## src/rtl/serial_transmitter_pkg.sv

```systemverilog
// serial_transmitter_pkg: shared FSM encoding and line-level constants for serial_transmitter
package serial_transmitter_pkg;

    typedef enum logic [2:0] {
        IDLE   = 3'd0,
        START  = 3'd1,
        DATA   = 3'd2,
        PARITY = 3'd3,
        STOP   = 3'd4
    } state_t;

    localparam int   DATA_BITS   = 8;
    localparam logic START_LEVEL = 1'b0;
    localparam logic STOP_LEVEL  = 1'b1;
    localparam logic IDLE_LEVEL  = 1'b1;

endpackage

```

## src/rtl/tx_bit_timer.sv

```systemverilog
// tx_bit_timer: counts 0..BIT_CYCLES-1 per bit, tick on the last cycle of each bit
// ports: clk, rst (async, active-high), restart (hold count at 0), tick (last cycle of a bit)
module tx_bit_timer #(
    parameter int BIT_CYCLES = 1
) (
    input  logic clk,
    input  logic rst,
    input  logic restart,
    output logic tick
);

    logic [7:0] cnt;

    assign tick = cnt == 8'(BIT_CYCLES - 1);

    always_ff @(posedge clk or posedge rst) begin
        if (rst)
            cnt <= '0;
        else
            cnt <= (restart || tick) ? 8'd0 : cnt + 8'd1;
    end

endmodule

```

## src/rtl/serial_transmitter.sv

```systemverilog
// serial_transmitter: frames an 8-bit word as start, LSB-first data, optional even parity, stop
// ports: clk, rst (async, active-high), wake (one-cycle send request), data_in (word to send),
//        serial_out (registered line, idle high), busy (frame in progress), done (completion pulse)
module serial_transmitter
    import serial_transmitter_pkg::*;
#(
    parameter int BIT_CYCLES = 1,
    parameter bit PARITY_EN  = 1'b0
) (
    input  logic       clk,
    input  logic       rst,
    input  logic       wake,
    input  logic [7:0] data_in,
    output logic       serial_out,
    output logic       busy,
    output logic       done
);

    state_t     state, state_nx;
    logic [7:0] shift, shift_nx;
    logic [3:0] idx, idx_nx;
    logic       par, par_nx;
    logic       so_nx, done_nx, tick;

    // Timer is held at zero while idle so the first start-bit cycle is count 0.
    tx_bit_timer #(.BIT_CYCLES(BIT_CYCLES)) u_timer (
        .clk    (clk),
        .rst    (rst),
        .restart(state == IDLE),
        .tick   (tick)
    );

    assign busy = state != IDLE;

    always_ff @(posedge clk or posedge rst) begin
        if (rst) begin
            state      <= IDLE;
            shift      <= '0;
            idx        <= '0;
            par        <= 1'b0;
            serial_out <= IDLE_LEVEL;
            done       <= 1'b0;
        end else begin
            state      <= state_nx;
            shift      <= shift_nx;
            idx        <= idx_nx;
            par        <= par_nx;
            serial_out <= so_nx;
            done       <= done_nx;
        end
    end

    always_comb begin
        state_nx = state;
        shift_nx = shift;
        idx_nx   = idx;
        par_nx   = par;
        done_nx  = 1'b0;
        case (state)
            IDLE: if (wake) begin
                state_nx = START;
                shift_nx = data_in;
                par_nx   = ^data_in;
            end
            START: if (tick) begin
                state_nx = DATA;
                idx_nx   = '0;
            end
            DATA: if (tick) begin
                if (idx == 4'(DATA_BITS - 1))
                    state_nx = PARITY_EN ? PARITY : STOP;
                else begin
                    idx_nx   = idx + 4'd1;
                    shift_nx = shift >> 1;
                end
            end
            PARITY: if (tick) state_nx = STOP;
            STOP: if (tick) begin
                state_nx = IDLE;
                done_nx  = 1'b1;
            end
            default: state_nx = IDLE;
        endcase
        // Line level is registered from the next state so it lines up with the state it belongs to.
        so_nx = state_nx == START  ? START_LEVEL :
                state_nx == DATA   ? shift_nx[0] :
                state_nx == PARITY ? par_nx      :
                state_nx == STOP   ? STOP_LEVEL  : IDLE_LEVEL;
    end

endmodule

```

## config.mk

```make
export PLATFORM = sky130hd
export DESIGN_NAME = serial_transmitter
export DESIGN_NICKNAME = d
export VERILOG_FILES = /design/src/rtl/serial_transmitter_pkg.sv /design/src/rtl/tx_bit_timer.sv /design/src/rtl/serial_transmitter.sv
export SDC_FILE = /design/constraint.sdc
export NUM_CORES = 1
export LEC_CHECK = 0
export BUFFER_PORTS_ARGS = -buffer_cell sky130_fd_sc_hd__buf_4
export CORE_MARGIN = 4
export CORE_UTILIZATION = 40
export DETAILED_ROUTE_END_ITERATION = 10
export SYNTH_ARGS = -nofsm -noshare
export SYNTH_HDL_FRONTEND = slang
export SYNTH_SLANG_ARGS = --single-unit
```

## constraint.sdc

```tcl
create_clock -name clk -period 2.1 [get_ports clk]
set_input_delay 0.21 -clock clk [delete_from_list [all_inputs] [get_ports clk]]
set_output_delay 0.21 -clock clk [all_outputs]
set_load 0.05 [all_outputs]
```

==> impl_metrics.yaml <==
status:
  status: "finished clean"
worst_setup_path:
  critPathArrivalTime_ns: 2.23
  r2r-start: "u_timer.cnt[0]"
  crit_buf_inv: 1
  worstSetupPathType: "flip-flop to flip-flop"
  startpoint_type: "flip-flop"
  crit_family: "simple AND/OR/NAND/NOR gates"
  cp_slowest_stage_delay_ns: 0.49
  crit_chain: "inv_1, ha_1, or4b_4, or2_2, a31o_2, o221ai_1"
  end_kind: "flip-flop"
  cp.required_ns: 2.34
  crit_start: "u_timer.cnt[0]"
  critical_path.max_fanout: 5
  slowest_stage: "or4b_4"
cts:
  cts_sinks: 26
  htree_levels: 1
  cts_tree: "done"
  cts-root-buf: "clkbuf_4"
  clkTransAtPathRegs_ns: 0.14
  clock_latency_ns: 0.31
  cts_buffers: 3
  clockBufferDepth: 2
finish:
  fill_cells: 284
  antenna_cells: 0
  final_common_cell: "dfrtp_1"
  syn2layout_area_growth_pct: 21.15
  num-nets-final: 170
  post-route-cell-area_um2: 1577
  drive_above_1_share: 0.2387
  mostFrequentLayoutCells: "dfrtp_1 (25), buf_4 (23), nand2_1 (19)"
synthesis:
  yosysWarnings: 0
  syn-num-nets: 144
  ys_types: 32
  ys_seq_area_frac: 0.5010
  syn_area_per_cell_um2: 10.01
  synthesis.area_um2: 1301
  synth-seq-cells: 26
  synth_edf_count: 0
  yosys_most_used_dff: "dfrtp_1"
  syn_inst: 130
  async_flop_share: 1.000
place:
  placed_cell_area_um2: 1509
  hpwl_um: 1891
  gp_congestion: 0.7639
  io_buffers: 13
  dp_worst_setup_slack_ns: 0.03257
sta:
  fin_ws_ns: 0.1094
  finClkSkew_ns: 0.001100
  tightest_slew_ns: 0.5294
  whs_ns: 0.1323
  setup_violations: 0
  fin_crit_sh: 0.9479
  period_minus_slack_ns: 1.991
  drv_slew: 0
  max_freq_mhz: 502.4
  hold_viol: 0
  max-slew-margin-rel: 0.6461
  tns_ns: 0
  rsz0062_at_grt: "false"
power_and_ir_drop:
  p_per_area_nw_per_um2: 1129
  total_power_mw: 1.780
  power_leakage_nw: 0.7525
  vdd_ir_drop_max_mv: 0.4310
route:
  dr.pass1.iters: 4
  drt-wirelength-per-cell_um: 12.90
  drt_iter0_drc: 26
  totalWireLength_um: 2567
  drt-vias-per-instance: 5.005
  drc: 0
  vias: 996
  ant_nets: 0
grt:
  antenna_found_initial: 0
  grt_pass1_wl_um: 4629
  overflow: 0
  grt_max_degree: 27
  track_usage: 0.1392
  grt_pass1_vias: 1004
floorplanning:
  core-area_um2: 3078
  fp.dieW_um: 65.04
  fp-row-count: 20
  die-height_um: 65.04
  initial_core_util: 0.4228
  die-area_um2: 4230
  pin_count: 14
min_path:
  hold_start: "data_in[7]"
  hp-class: "input pin to flip-flop"
job:
  maxCapViolations: 0
-- layout make-up --
| type | count | area, um^2 | share of cell area |
|---|---|---|---|
| repair buffers | 24 | 182.7 | 0.1159 |
| well taps | 44 | 55.05 | 0.03492 |
| inverters | 5 | 18.77 | 0.01190 |
| flip-flops and latches | 26 | 651.9 | 0.4135 |
| clock buffers | 4 | 36.28 | 0.02302 |
| multi-input cells | 96 | 631.9 | 0.4008 |
-- synthesized netlist by cell type, drive strengths merged (2+ instances only) --
cell type	instances	area (um^2)
nand3	9	45.04
and3	5	31.28
ha	3	37.54
inv	5	18.77
a21oi	2	10.01
dfrtp	25	625.6
xnor2	9	78.83
nand2	19	71.32
nor2	15	56.30
clkbuf	3	11.26
o21ai	3	15.01
xor2	6	52.55
a22oi	6	45.04
or3	2	12.51
-- state kept, by name, indices dropped and copies added (netlist names) --
name	cells
shift	8
u_timer.cnt	8
idx	4
state	3
done	1
par	1
serial_out	1
-- cell families (layout without fill, tap and decap cells) --
group / Yosys count / count (layout) / synth area share
flops: 26 / 26 / 0.5010
xor+xnor: 15 / 15 / 0.1010
simple gates: 62 / 62 / 0.2529
fa+ha+maj: 3 / 3 / 0.02885
buf+inv: 8 / 33 / 0.02308
compound gates: 16 / 16 / 0.09327
-- layer usage --
metal	vias to the layer above	share of wire	wire (um)	global-route usage
met3	5	0.036	92	0.02946
met2	22	0.46	1171	0.2120
met5	-	0	0	0
met1	472	0.49	1266	0.1952
met4	0	0.014	37	0.04922
li1	497	-	-	-
-- power by group --
group          leakage (nW)  internal (mW)  switching [mW]
clock network        0.0210          0.106           0.145
registers             0.339          0.651           0.111
logic                 0.393          0.333           0.433
-- worst paths after layout --
| check | slack [ns] | to | depth (start not counted) |
|---|---|---|---|
| min in group asynchronous | 0.49 | u_timer.cnt[6] | 4 |
| worst min register to register | 0.50 | shift[2] | 2 |
| max in group asynchronous | 1.31 | serial_out | 4 |
| worst min-delay path | 0.13 | shift[7] | 2 |
| worst max register to register | 0.11 | serial_out | 6 |
| worst max-delay path | 0.11 | serial_out | 6 |
-- worst register-to-register path, cell delays in order (launching register included) --
cell	delay, ns
dfrtp_1	0.40
inv_1	0.06
ha_1	0.13
or4b_4	0.49
or2_2	0.38
a31o_2	0.29
o221ai_1	0.18
-- per-stage QoR --
stage               utilization  instances
finish                   0.5122        199
global route             0.5122        199
CTS                      0.5053        197
detailed placement       0.4902        192
global placement         0.4902        192
floorplan                     -        130
-- repair_timing --
action                                  in CTS  in global routing
gates resized for setup                      0                  3
hold buffers                                 1                  0
buffers inserted                             0                  2
endpoints found under the hold margin       25                  0
endpoints found under the setup margin       0                  3
(Power assumes the default switching activity.)
